<file path="src/rtl/spiker_adapter_reg_pkg.sv">
`default_nettype none
// ============================================================================
// Module      : spiker_adapter_reg_pkg
// Description : Shared types and constants for the spiker adapter register
//               file and its step sequencer.
// Revision    : 1.0 - initial release
// ============================================================================
package spiker_adapter_reg_pkg;

    // Step count used when software programs 0 or an out-of-range value
    localparam int N_STEPS_DEFAULT = 15;

    // Step sequencer state encoding (SEQ_ERR is reachable only with the watchdog)
    typedef enum logic [2:0] {
        SEQ_IDLE     = 3'd0,
        SEQ_LAUNCH   = 3'd1,
        SEQ_WAIT_RDY = 3'd2,
        SEQ_SAMPLE   = 3'd3,
        SEQ_HOLD     = 3'd4,
        SEQ_DONE     = 3'd5,
        SEQ_ERR      = 3'd6
    } seq_state_e;

endpackage : spiker_adapter_reg_pkg
`default_nettype wire

</file>
<file path="src/rtl/spiker_step_sequencer.sv">
`default_nettype none
// ============================================================================
// Module      : spiker_step_sequencer
// Description : Runs one spiker inference over a programmable number of time
//               steps: launches the core, waits for each step to complete,
//               strobes the result writer once per step and flags done.
//               Optional watchdog enabled by defining SPIKER_TIMEOUT_EN.
// Revision    : 1.0 - initial release
// ============================================================================
module spiker_step_sequencer
    import spiker_adapter_reg_pkg::*;
#(
    parameter int N_STEPS_MAX = N_STEPS_DEFAULT,
    parameter int CNT_W       = 4,
    parameter int TMO_W       = 16
) (
    input  logic             clk_i,
    input  logic             rst_ni,
    input  logic             start_i,
    input  logic             abort_i,
    input  logic [CNT_W-1:0] n_steps_i,
    output logic             core_start_o,
    input  logic             core_ready_i,
    input  logic             writer_ready_i,
    output logic             sample_o,
    output logic             busy_o,
    output logic             done_o,
    output logic [CNT_W-1:0] step_cnt_o,
    output logic             err_o
);

    localparam logic [CNT_W-1:0] c_step_max = CNT_W'(N_STEPS_MAX);
    localparam logic [CNT_W-1:0] c_step_one = CNT_W'(1);

    seq_state_e       r_state;
    seq_state_e       w_state_next;
    logic [CNT_W-1:0] r_target;
    logic [CNT_W-1:0] r_step_cnt;
    logic             r_done;
    logic             r_err;
    logic [CNT_W-1:0] w_cnt_inc;
    logic [CNT_W-1:0] w_target_new;
    logic             w_waiting;
    logic             w_tmo_hit;

    // Zero or oversized requests fall back to the largest supported count,
    // which also guarantees the step counter can never wrap.
    assign w_target_new = ((n_steps_i == '0) || (n_steps_i > c_step_max)) ? c_step_max : n_steps_i;
    assign w_cnt_inc    = r_step_cnt + c_step_one;
    assign w_waiting    = (r_state == SEQ_WAIT_RDY) || (r_state == SEQ_HOLD);

    // State register
    always_ff @(posedge clk_i or negedge rst_ni) begin
        if (!rst_ni) begin
            r_state <= SEQ_IDLE;
        end else begin
            r_state <= w_state_next;
        end
    end

    // Next-state logic; abort overrides everything, including a pending start
    always_comb begin
        w_state_next = r_state;
        if (abort_i) begin
            w_state_next = SEQ_IDLE;
        end else begin
            case (r_state)
                SEQ_IDLE: begin
                    if (start_i) begin
                        w_state_next = SEQ_LAUNCH;
                    end
                end
                SEQ_LAUNCH: begin
                    w_state_next = SEQ_WAIT_RDY;
                end
                SEQ_WAIT_RDY: begin
                    if (core_ready_i && writer_ready_i) begin
                        w_state_next = SEQ_SAMPLE;
                    end else if (w_tmo_hit) begin
                        w_state_next = SEQ_ERR;
                    end
                end
                SEQ_SAMPLE: begin
                    w_state_next = (w_cnt_inc == r_target) ? SEQ_DONE : SEQ_HOLD;
                end
                SEQ_HOLD: begin
                    // Core must drop ready before the next step can be sampled
                    if (!core_ready_i) begin
                        w_state_next = SEQ_WAIT_RDY;
                    end else if (w_tmo_hit) begin
                        w_state_next = SEQ_ERR;
                    end
                end
                SEQ_DONE: begin
                    w_state_next = SEQ_IDLE;
                end
                SEQ_ERR: begin
                    w_state_next = SEQ_IDLE;
                end
                default: begin
                    w_state_next = SEQ_IDLE;
                end
            endcase
        end
    end

    // Target, step counter and sticky status flags
    always_ff @(posedge clk_i or negedge rst_ni) begin
        if (!rst_ni) begin
            r_target   <= '0;
            r_step_cnt <= '0;
            r_done     <= 1'b0;
            r_err      <= 1'b0;
        end else if (abort_i) begin
            // Counter stays frozen so software can see how far the run got
            r_done <= 1'b0;
            r_err  <= 1'b0;
        end else begin
            case (r_state)
                SEQ_IDLE: begin
                    if (start_i) begin
                        r_target   <= w_target_new;
                        r_step_cnt <= '0;
                        r_done     <= 1'b0;
                        r_err      <= 1'b0;
                    end
                end
                SEQ_SAMPLE: begin
                    r_step_cnt <= w_cnt_inc;
                    if (w_cnt_inc == r_target) begin
                        r_done <= 1'b1;
                    end
                end
                default: begin
                end
            endcase
            if ((w_state_next == SEQ_ERR) && (r_state != SEQ_ERR)) begin
                r_err <= 1'b1;
            end
        end
    end

`ifdef SPIKER_TIMEOUT_EN
    generate
        if (1) begin : g_watchdog
            logic [TMO_W-1:0] r_tmo;

            // Watchdog restarts on every state change and counts while waiting
            always_ff @(posedge clk_i or negedge rst_ni) begin
                if (!rst_ni) begin
                    r_tmo <= '0;
                end else if (w_state_next != r_state) begin
                    r_tmo <= '0;
                end else if (w_waiting) begin
                    r_tmo <= r_tmo + TMO_W'(1);
                end
            end

            assign w_tmo_hit = w_waiting && (&r_tmo);
        end : g_watchdog
    endgenerate
`else
    // Watchdog compiled out: constant-false expression keeps TMO_W referenced
    assign w_tmo_hit = (TMO_W < 0) && w_waiting;
`endif

    assign core_start_o = (r_state == SEQ_LAUNCH);
    assign busy_o       = (r_state == SEQ_LAUNCH) || (r_state == SEQ_SAMPLE) || w_waiting;
    assign sample_o     = (r_state == SEQ_SAMPLE) && !abort_i;
    assign done_o       = r_done;
    assign err_o        = r_err;
    assign step_cnt_o   = r_step_cnt;

endmodule : spiker_step_sequencer
`default_nettype wire
</file>
<file path="config.mk">
export PLATFORM = sky130hd
export DESIGN_NAME = spiker_step_sequencer
export DESIGN_NICKNAME = d
export VERILOG_FILES = /design/src/rtl/spiker_adapter_reg_pkg.sv /design/src/rtl/spiker_step_sequencer.sv
export SDC_FILE = /design/constraint.sdc
export NUM_CORES = 1
export LEC_CHECK = 0
export BUFFER_PORTS_ARGS = -buffer_cell sky130_fd_sc_hd__buf_2
export CAP_MARGIN = 40
export CORE_MARGIN = 10
export CORE_UTILIZATION = 40
export CTS_CLUSTER_SIZE = 25
export DETAILED_ROUTE_END_ITERATION = 10
export GPL_TIMING_DRIVEN = 1
export PLACE_DENSITY = 0.61
export SLEW_MARGIN = 30
export SYNTH_ARGS = -nofsm -noshare
export SYNTH_HDL_FRONTEND = slang
export SYNTH_SLANG_ARGS = --single-unit
</file>
<file path="constraint.sdc">
create_clock -name clk_i -period 1.7 [get_ports clk_i]
set_input_delay 0.17 -clock clk_i [delete_from_list [all_inputs] [get_ports clk_i]]
set_output_delay 0.17 -clock clk_i [all_outputs]
set_load 0.01 [all_outputs]
</file>
[Yosys cells after proc, flatten, opt, wreduce, memory -nomap -nowiden]
Cells that the tools add are included.
Storage, ports and cells
  register bits after elaboration: 13
  latch bits: 0
  memory bits (writable): 0
  memory bits (read-only): 0
  logic and storage cells: 52
  memories: 0
Operators by class
  add/subtract/negate cells: 1
  multipliers: 0
  div/mod/pow operators: 0
  $lt $le $gt $ge: 1
  equal/unequal tests: 10
  shift operators: 0
  mux-type cells: 16
  bitwise logic cells: 1
  reductions and logical operators: 18
Operators with widths (count)
  one-hot mux 3 bit (5 select lines): 1
  2-to-1 mux 3 bit: 4
  inequality test 3 bit, second input constant: 3
  AND reduction 3 bit: 3
  nonzero test 3 bit: 3
  2-to-1 mux 4 bit: 2
  one-hot mux 4 bit (2 select lines): 1
  2-to-1 mux 1 bit: 7
  == test 3 x 2 -> 1 bit, second input constant: 2
  == test 3 bit, second input constant: 2
  adder 4 x 1 -> 4 bit, second input constant: 1
  == test 4 bit: 1
  greater-than comparator 4 bit, second input constant: 1
  zero test 4 bit: 1
  logical OR 1 bit: 4
  == test 3 x 1 -> 1 bit, second input constant: 1
  logical AND 1 bit: 3
  zero test 3 bit: 1
  inequality test 2 bit, second input constant: 1
  one-hot mux 1 bit (2 select lines): 1
  AND reduction 2 bit: 1
  nonzero test 2 bit: 1
  zero test 1 bit: 1
  inverter 1 bit: 1

[Depth between registers and ports, before layout]
Gate-level depths: netlist of run 1.
  word-level depth: 9
  mapped depth: 6
  gate-level depth less buffers: 5

[Worst setup path before layout of run 1]
Ideal clock, no wire load.
  path type: reg2reg
  from: reg r_step_cnt[0], in the netlist step_cnt_o[0]
  to: reg r_state[0]
  arrival: 1418 ps
  setup slack: 188 ps
  cell stages (with the launch flop): 6
  path buffers: 0
  path through: dfrtp_1 > ha_1 > xor2_1 > nor3_2 > nand3_1 > a221oi_2
On the way
  longest elaborated chain between the ends: 5
RTL lines
  start, declared: line spiker_step_sequencer.sv:38  | logic [CNT_W-1:0] r_step_cnt;
  start signal, assigned: line spiker_step_sequencer.sv:129  | r_step_cnt <= w_cnt_inc;
  adder 4 x 1 -> 4 bit: line spiker_step_sequencer.sv:49  | assign w_cnt_inc = r_step_cnt + c_step_one;
  == test 4 bit: line spiker_step_sequencer.sv:84  | w_state_next = (w_cnt_inc == r_target) ? SEQ_DONE : SEQ_HOLD;
  2-to-1 mux 1 bit: line spiker_step_sequencer.sv:84
  one-hot mux 3 bit (5 select lines): line spiker_step_sequencer.sv:67  | case (r_state)
  2-to-1 mux 3 bit: line spiker_step_sequencer.sv:64  | if (abort_i) begin
  via w_state_next[0]: line spiker_step_sequencer.sv:36  | seq_state_e w_state_next;
  end signal, assigned: line spiker_step_sequencer.sv:57  | r_state <= w_state_next;
  end, declared: line spiker_step_sequencer.sv:35  | seq_state_e r_state;
The timed path passes the listed nets, and every way through them passes these cells.
A chain may end at the register's enable or synchronous reset.

[Final worst setup path of run 1]
Same ends and word-level chain as after synthesis.

==> out/summary.txt, run 1 <==
Worst setup margin: 0.101 ns
Tmin final: 1.60 ns
CP arrival: 1.77 ns
Commonest non-fill, non-tap cell in the layout: buf_2
# IOs: 19
CTS clock-pin slew for the worst setup and hold paths: 0.08 ns
Total gr overflow: 0
Sequential area share after synthesis: 0.416
Synth Instances: 75
Reg-to-reg slack, setup: 0.10 ns
Via density per instance: 4.88
Post-synth EDFFs: 0
Highest Signal Layer: met4
Router iterations before antenna repair: 3
Period utilization: 0.940
Syn Std Cell Area: 782 um^2
CP Class: register to register
Iteration-0 DRC Markers: 7
Worst setup EP type: register
H-tree Lvls: 1
Initial Utilization: 0.439
Async SR Flop Fraction: 1.00
First-pass GRT wire length: 2690 um
TritonCTS Buffers: 3
Die Y: 64.2 um
# diodes: 0
Die area: 0.00412 mm^2
Synth Register Bits: 13
DPL Wire Length: 1270 um
RSZ-0062 raised after global routing: no
Synth top area cells: dfrtp_1, nor2_1, a21oi_2
Commonest cells after routing, fill and taps aside: buf_2, dfrtp_1, nor2_1
DRC: 0
Mean Syn Cell Area: 10.4 um^2
Synth cell types: 30
Clock buffer depth: 2
Area Growth Syn to Fin: 19.5%
Leak pwr: 0.469 nW
Number of global-route vias before repair: 610
Critical Path RT: 1.87 ns
Pin count of the biggest net entering global routing: 14
Total Wirelength: 1520 um
CTS tree: built
Setup slack at placement: 0.124 ns
Row count: 15
M1 WL: 709 um
Clock skew: 0.00510 ns
VDD IR max: 0.466 mV
Startpoint Class: register
Max Slew Vio Count: 0
Core ar.: 0.00178 mm^2
Critical-path cell list: ha_1 > xor2_1 > nor3_2 > nand3_1 > a221oi_2
Fillers: 159
HP Class: input pin to register
DR WL met3: 103 um
Clock sinks: 13
NumNets Final: 110
Synthesis Warnings: 0
Power Dens Cells: 782 mW/mm^2
Final hold vios: 0
Mapped Nets: 86
Fraction of final layout cells with drive strength greater than 1: 0.357
Buffers added on ports: 18
Area leader, netlist: dfrtp_1
Antenna Nets Post-Route: 0
Total vias in the final route: 600
Setup TNS: 0 ns
Routability cong.: 0.794
Dominant synthesized flop cell: dfrtp_1
Slew margin rel.: 0.779
Worst-Margin Slew: 0.331 ns
Post-synth top area share: 0.416
Crit-path max FO: 5
Slowest stage delay, CP: 0.43 ns
FMAX: 626 MHz
Initial antenna violation count: 0
Status: finished clean
Die width: 64.2 um
Wire length on met2: 695 um
Slowest-stage cell, CP: dfrtp_1
Post CTS Setup Buffer Count: 0
Final Setup Violations: 0
Max-cap violations: 0
Clk_lat worst skew: 0.27 ns
Avg WL per Cell: 12.3 um
Total Routing Usage GR: 0.0800
Clk root buf: clkbuf_4
-- area by class of cell --
cell class,count,area (um^2),share of cell area
clock buffer,4,26.3,0.0281
inverter,3,11.3,0.0120
multi-input combinational,56,418,0.447
sequential,13,325,0.348
tap,25,31.3,0.0335
timing repair buffer,22,123,0.131
-- through the flow --
| stage | cells | util | total power (W) | instance area (um^2) | hold slack, ns |
|---|---|---|---|---|---|
| 2_1_floorplan | 75 | - | 0.000505 | 782 | -0.126 |
| 3_3_place_gp | 118 | 0.504 | 0.000554 | 898 | 0.0708 |
| 3_5_place_dp | 118 | 0.504 | 0.000558 | 898 | 0.0772 |
| 4_1_cts | 123 | 0.524 | 0.000748 | 935 | 0.134 |
| 5_1_grt | 123 | 0.524 | 0.000787 | 935 | 0.138 |
| 6_report | 123 | 0.524 | 0.000731 | 935 | 0.144 |
-- sequential cells by signal, summed over array words and instances, names as in the netlist --
register,cells
r_target,4
step_cnt_o,4
r_state,3
done_o,1
err_o,1
-- per-layer routing --
metal	vias to the layer above	GRT usage
li1	311	-
met1	275	0.0965
met2	12	0.119
met3	2	0.0436
met4	0	0.0241
met5	-	0
-- cells in the mapped netlist, drive strengths merged, types with 2 or more instances --
cell and number:
inv 3, nor2 12, nand3 3, xor2 2, nor3 6, o21ai 5
buf 3, a22o 2, and2 2, a21oi 6, xnor2 4, dfrtp 13
-- report_power, final --
group,switching [W],internal [W]
clock network,0.0000906,0.0000907
logic,0.0000907,0.0000917
registers,0.0000283,0.000339
-- kinds of logic after synthesis --
kind of cell,Yosys count,share of synthesized area
xor+xnor,7,0.0976
compound gates,16,0.154
mux,1,0.0144
buf+inv,6,0.0496
fa+ha+maj,1,0.0160
simple gates,31,0.253
flops,13,0.416
-- worst max-delay path, delay by kind of cell, from the launching register on --
kind | cells | cell delay [ns]
DFF | 1 | 0.43
AOI/OAI and AO/OA | 1 | 0.26
adders and majority gates | 1 | 0.35
and+or+nand+nor | 2 | 0.29
xor gates and xnor gates | 1 | 0.18
-- path summary, 6_finish.rpt --
kind                                        end                      start  cells past startpoint
min                        r_state[0]$_DFF_PN0_                    abort_i                      2
max                        r_state[0]$_DFF_PN0_  step_cnt_o[0]$_DFFE_PN0P_                      5
min in group asynchronous  r_state[1]$_DFF_PN0_                     rst_ni                      2
min reg2reg                   err_o$_DFFE_PN0P_          err_o$_DFFE_PN0P_                      1
max reg2reg                r_state[0]$_DFF_PN0_  step_cnt_o[0]$_DFFE_PN0P_                      5
max in group asynchronous  r_state[2]$_DFF_PN0_                     rst_ni                      2
-- what timing repair did --
| item | CTS | global route |
|---|---|---|
| resized for setup | 0 | 0 |
| hold endpoints to repair | 13 | 0 |
| hold buffers | 1 | 0 |
Power figures use the tool's default switching activity.
==> inputs of run 2 (changes only) <==
--- a/config.mk
+++ b/config.mk
@@ -5,7 +5,7 @@
 export SDC_FILE = /design/constraint.sdc
 export NUM_CORES = 1
 export LEC_CHECK = 0
-export BUFFER_PORTS_ARGS = -buffer_cell sky130_fd_sc_hd__buf_2
+export BUFFER_PORTS_ARGS = -buffer_cell sky130_fd_sc_hd__buf_4
 export CAP_MARGIN = 40
 export CORE_MARGIN = 10
 export CORE_UTILIZATION = 40
==> out/summary.txt, run 2 (same netlist as run 1, synthesis figures left out) <==
Status: finished clean
P_sw: 0.000218 W (+4.1%)
Clock buffer depth: 2 (unchanged)
Slowest stage delay, CP: 0.44 ns (about the same)
Family with the most delay on the worst path: flip-flops
Commonest non-fill, non-tap cell in the layout: buf_4
Pin count of the biggest net entering global routing: 14 (unchanged)
M1 WL: 779 um (+9.9%)
Die width: 64.2 um (unchanged)
# diodes: 0 (unchanged)
Routability cong.: 0.765 (-3.6%)
Hold path start: abort_i
Slowest-stage cell, CP: dfrtp_1
NumNets Final: 109 (-0.91%)
Post-layout util: 0.545 (+0.0211)
FMAX: 611 MHz (-2.3%)
# IOs: 19 (unchanged)
Reg-to-reg slack, setup: 0.06 ns (-0.04 ns)
Seq. cell area: 325 um^2 (unchanged)
Post CTS Setup Buffer Count: 0 (unchanged)
Iteration-0 DRC Markers: 16 (+9)
Critical-path cell list: ha_1 > xor2_1 > nor3_2 > nand3_1 > a221oi_2
Buffers added on ports: 18 (unchanged)
Internal power: 0.000532 W (+2.0%)
Core ar.: 0.00178 mm^2 (unchanged)
CP arrival: 1.81 ns (+0.04 ns)
Worst Hold Depth: 2 (unchanged)
Worst setup EP type: register
Crit-path max FO: 5 (unchanged)
Clk_lat worst skew: 0.27 ns (about the same)
HP Class: input pin to register
Avg WL per Cell: 13.4 um (+8.5%)
Multi-input gate area: 418 um^2 (unchanged)
Setup slack at placement: 0.0870 ns (-0.0366 ns)
Via density per instance: 5.02 (+2.8%)
Max-cap violations: 0 (unchanged)
Seq pwr share: 0.491 (-0.011)
TritonCTS Buffers: 3 (unchanged)
Critical Path RT: 1.88 ns (about the same)
Total gr overflow: 0 (unchanged)
Max Slew Vio Count: 0 (unchanged)
VDD IR max: 0.465 mV (-0.38%)
Worst setup margin: 0.0641 ns (-0.0373 ns)
Clock skew: 0.00402 ns (-0.00108 ns)
Row count: 15 (unchanged)
Cells on worst reg2reg path: 5 (unchanged)
Clk root buf: clkbuf_4
Fraction of final layout cells with drive strength greater than 1: 0.351 (-0.00663)
DPL Wire Length: 1310 um (+3.9%)
Leak pwr: 0.471 nW (+0.47%)
DR WL met3: 82 um (-20%)
Wire length on met2: 743 um (+6.9%)
Worst-Margin Slew: 0.381 ns (+0.0497 ns)
Initial antenna violation count: 0 (unchanged)
Tmin final: 1.64 ns (+0.0373 ns)
Number of global-route vias before repair: 577 (-5.4%)
DRC: 0 (unchanged)
Period utilization: 0.962 (+0.0219)
Clock sinks: 13 (unchanged)
Die area: 0.00412 mm^2 (unchanged)
Total vias in the final route: 612 (+2.0%)
Total Wirelength: 1630 um (+7.6%)
Combinational power share: 0.255 (+0.005)
Die Y: 64.2 um (unchanged)
Final Setup Violations: 0 (unchanged)
Power Dens Cells: 771 mW/mm^2 (-1.4%)
Hold Path End: r_state[1]$_DFF_PN0_
Area Growth Syn to Fin: 24.3%
Antenna Nets Post-Route: 0 (unchanged)
First-pass GRT wire length: 2660 um (-1.3%)
Worst reg2reg endpoint: r_state[0]$_DFF_PN0_
H-tree Lvls: 1 (unchanged)
RSZ-0062 raised after global routing: no
Commonest cells after routing, fill and taps aside: buf_4, dfrtp_1, nor2_1
Setup TNS: 0 ns (unchanged)
Slew margin rel.: 0.746 (-0.0331)
Post_cts resized: 0 (unchanged)
Fin Hold WS: 0.102 ns (-0.0424 ns)
Clock power frac: 0.254 (+0.006)
Total Routing Usage GR: 0.0814 (+0.00135)
Startpoint Class: register
Router iterations before antenna repair: 3 (unchanged)
RR Startpoint: step_cnt_o[0]$_DFFE_PN0P_
CP Class: register to register
Sw Share: 0.291 (+0.00423)
CTS clock-pin slew for the worst setup and hold paths: 0.08 ns (about the same)
CTS tree: built
Final hold vios: 0 (unchanged)
Fillers: 183 (+15%)
Worst path bufs/invs: 0 (unchanged)
Initial Utilization: 0.439 (unchanged)
Highest Signal Layer: met4
==> run 2: cell type report <==
cell class	count	area share
multi-input combinational	56	0.430
sequential	13	0.335
timing repair buffer	21	0.165
tap	25	0.0322
clock buffer	4	0.0270
inverter	3	0.0116
==> run 2: how the worst max path moves through the flow <==
stage	from	to	slack (ns)	cells after the start
6_report	step_cnt_o[0]$_DFFE_PN0P_	r_state[0]$_DFF_PN0_	0.06	5
5_1_grt	step_cnt_o[0]$_DFFE_PN0P_	r_state[0]$_DFF_PN0_	0.01	5
4_1_cts	step_cnt_o[0]$_DFFE_PN0P_	r_state[0]$_DFF_PN0_	0.07	5
3_5_place_dp	step_cnt_o[0]$_DFFE_PN0P_	r_state[0]$_DFF_PN0_	0.09	5
3_3_place_gp	step_cnt_o[0]$_DFFE_PN0P_	r_state[0]$_DFF_PN0_	0.19	5
2_1_floorplan	step_cnt_o[0]$_DFFE_PN0P_	r_state[0]$_DFF_PN0_	0.19	5
==> run 2: power by group through the flow <==
stage / logic, W / registers [W] / clock network [W]
final: 0.000191 / 0.000368 / 0.000190
after global routing: 0.000211 / 0.000374 / 0.000218
after CTS: 0.000195 / 0.000369 / 0.000202
after detailed placement: 0.000193 / 0.000376 / 0
after global placement: 0.000192 / 0.000374 / 0
after floorplan: 0.000137 / 0.000368 / 0
==> run 2: timing repair <==
action	4_1_cts	5_1_grt
hold endpoints to repair	13	0
endpoints found under the setup margin	0	0
hold buffers	1	0
==> run 2: through the flow <==
stage	instance area [um^2]	power [W]	cells
after floorplan	782	0.000505	75
after global placement	936	0.000566	117
after detailed placement	936	0.000569	117
after CTS	972	0.000767	122
after global routing	972	0.000803	122
final	972	0.000750	122
==> run 2: worst reg2reg max path, stage by stage, from the launching register on <==
cell and delay, ns:
dfrtp_1 0.44, ha_1 0.34, xor2_1 0.17, nor3_2 0.15
nand3_1 0.15, a221oi_2 0.28
==> run 2: routing by layer <==
metal	global-route usage	vias to the layer above
met3	0.0366	4
met4	0.0401	0
met1	0.0933	283
met2	0.126	16
met5	0	-
li1	-	309
==> inputs of run 3 (changes only) <==
--- a/config.mk
+++ b/config.mk
@@ -5,8 +5,9 @@
 export SDC_FILE = /design/constraint.sdc
 export NUM_CORES = 1
 export LEC_CHECK = 0
+export ABC_AREA = 1
 export BUFFER_PORTS_ARGS = -buffer_cell sky130_fd_sc_hd__buf_4
-export CAP_MARGIN = 40
+export CAP_MARGIN = 30
 export CORE_MARGIN = 10
 export CORE_UTILIZATION = 40
 export CTS_CLUSTER_SIZE = 25
==> out/summary.txt, run 3 <==
Status: finished clean
Power Dens Cells: 763 mW/mm^2 (-1.0%)
Die area: 0.00400 mm^2 (-2.9%)
Final instance area: 953 um^2 (-1.9%)
HP Class: input pin to register
Crit-path max FO: 6 (+1)
Startpoint Class: register
DPL Wire Length: 1360 um (+3.5%)
FMAX: 676 MHz (+11%)
Cell with the most instances after synthesis: nand2_1
Iteration-0 DRC Markers: 5 (-11)
Multi-input gate area: 348 um^2 (-17%)
# diodes: 0 (unchanged)
Total Wirelength: 1620 um (-1.0%)
Die Y: 63.3 um (-1.4%)
Clock buffer depth: 2 (unchanged)
Area leader, netlist: dfrtp_1
Synthesis Warnings: 0 (unchanged)
Period utilization: 0.870 (-0.0927)
Antenna Nets Post-Route: 0 (unchanged)
Via density per instance: 4.69 (-6.5%)
Clk_lat worst skew: 0.28 ns (about the same)
Max Slew Vio Count: 0 (unchanged)
Post-layout util: 0.546 (+0.000974)
Area Growth Syn to Fin: 27.2%
CTS tree: built
Clock sinks: 13 (unchanged)
# IOs: 19 (unchanged)
H-tree Lvls: 1 (unchanged)
Total vias in the final route: 685 (+12%)
Worst-Margin Slew: 0.224 ns (-0.157 ns)
Buffers added on ports: 18 (unchanged)
Post-synth EDFFs: 0 (unchanged)
TritonCTS Buffers: 3 (unchanged)
Total Routing Usage GR: 0.0876 (+0.00621)
CTS clock-pin slew for the worst setup and hold paths: 0.08 ns (about the same)
Setup TNS: 0 ns (unchanged)
Critical Path RT: 1.53 ns (-0.35 ns)
Commonest non-fill, non-tap cell in the layout: nand2_1
Syn Std Cell Area: 749 um^2 (-4.2%)
Slew margin rel.: 0.850 (+0.104)
Avg WL per Cell: 11.1 um (-17%)
Row count: 15 (unchanged)
Final hold vios: 0 (unchanged)
Seq. cell area: 325 um^2 (unchanged)
Post-synth top area share: 0.434 (+0.0181)
Fin Hold WS: 0.118 ns (+0.0158 ns)
Fraction of final layout cells with drive strength greater than 1: 0.281 (-0.0695)
Commonest cells after routing, fill and taps aside: nand2_1, inv_1, buf_4
First-pass GRT wire length: 2840 um (+7.0%)
Core ar.: 0.00175 mm^2 (-2.1%)
Reg-to-reg slack, setup: 0.32 ns (+0.26 ns)
Synth cell count leaders: nand2_1, inv_1, dfrtp_1
Worst setup EP type: output pin
Clock skew: 0.00445 ns (+0.000430 ns)
Mapped Nets: 109 (+27%)
Async SR Flop Fraction: 1.00 (unchanged)
Fillers: 172 (-6.0%)
Synth Instances: 98 (+31%)
RSZ-0062 raised after global routing: no
Synth Register Bits: 13 (unchanged)
Die width: 63.3 um (-1.4%)
Router iterations before antenna repair: 4 (+1)
Mean Syn Cell Area: 7.65 um^2 (-27%)
Final Setup Violations: 0 (unchanged)
Dominant synthesized flop cell: dfrtp_1
Total gr overflow: 0 (unchanged)
Sequential area share after synthesis: 0.434 (+0.0181)
Synth cell types: 18 (-40%)
DRC: 0 (unchanged)
CP arrival: 1.31 ns (-0.50 ns)
VDD IR max: 0.527 mV (+13%)
Number of global-route vias before repair: 651 (+13%)
Initial Utilization: 0.429 (-0.00921)
Leak pwr: 0.491 nW (+4.1%)
Synth top area cells: dfrtp_1, nand2_1, inv_1
Routability cong.: 0.762 (-0.38%)
NumNets Final: 133 (+22%)
Clk root buf: clkbuf_4
Pin count of the biggest net entering global routing: 14 (unchanged)
Tmin final: 1.48 ns (-0.158 ns)
Initial antenna violation count: 0 (unchanged)
CP Class: register to output pin
Max-cap violations: 0 (unchanged)
Post-DP Area: 916 um^2 (-2.1%)
==> run 3: cell types whose count changed in the layout (fill, tap and decap cells not counted), moves of 3 or more <==
cell     change
nand3_1      +7
inv_1       +15
a21oi_2      -5
nand2_1     +23
xnor2_1      -4
o21ai_2      +3
nor3_1       -5
nor2_1       -5
nor2_4       +3
nand4_1      +3
a31oi_1      +4
o21ai_0      -3
==> run 3: kinds of logic (layout without fill, tap and decap cells) <==
group,after synthesis,in the layout,synth area share
compound gates,12,12,0.107
fa+ha+maj,1,1,0.0167
buf+inv,20,43,0.102
flops,13,13,0.434
simple gates,52,52,0.341
==> run 3: final cells by class <==
cell class,count,share of cell area
repair buffers,19,0.152
clock buffers,3,0.0236
well taps,25,0.0328
clock inverters,1,0.00525
multi-input cells,65,0.365
flip-flops and latches,13,0.341
inverters,20,0.0801
==> run 3: report_power, final <==
part | switching [W] | internal (W) | total, W
Combinational | 0.0000881 | 0.0000746 | 0.000163
Sequential | 0.0000306 | 0.000339 | 0.000370
Clock | 0.000108 | 0.0000874 | 0.000195
Total | 0.000227 | 0.000501 | 0.000728
==> run 3: through the flow <==
stage | instances | setup WS, ns | total power, W
2_1_floorplan | 98 | 0.400 | 0.000474
3_5_place_dp | 141 | 0.316 | 0.000540
6_report | 146 | 0.222 | 0.000728
5_1_grt | 146 | 0.0949 | 0.000784
3_3_place_gp | 141 | 0.385 | 0.000538
4_1_cts | 146 | 0.208 | 0.000739
==> run 3: routing by layer <==
layer  routed length, um  vias up  part of all wire  global-route usage
met5                   0        -                 0                   0
met4                  12        0            0.0074              0.0328
met3                  97        2             0.060              0.0477
met2                 767       13              0.47               0.136
met1                 739      309              0.46              0.0986
li1                    -      361                 -                   -
==> run 3: critical path, stage by stage (launching register included) <==
cell and delay, ns:
dfrtp_1 0.45, nand2_1 0.09, nor2_2 0.12, inv_2 0.06, nor2_4 0.16, buf_4 0.15
==> run 3: timing repair <==
action / CTS / global route
hold buffers: 1 / 0
hold endpoints to repair: 13 / 0
resized for setup: 0 / 0
setup endpoints to repair: 0 / 0
setup buffers: 0 / 0
==> run 3: path summary, 6_finish.rpt <==
check                                                from                   endpoint  depth (start not counted)
worst max-delay path                 r_state[1]$_DFF_PN0_                   sample_o                          5
worst min-delay path                              abort_i       r_state[0]$_DFF_PN0_                          2
worst max register to register  step_cnt_o[0]$_DFFE_PN0P_         done_o$_DFFE_PN0P_                          8
worst min register to register          err_o$_DFFE_PN0P_          err_o$_DFFE_PN0P_                          2
max in group asynchronous                          rst_ni  step_cnt_o[0]$_DFFE_PN0P_                          2
min in group asynchronous                          rst_ni  step_cnt_o[1]$_DFFE_PN0P_                          2
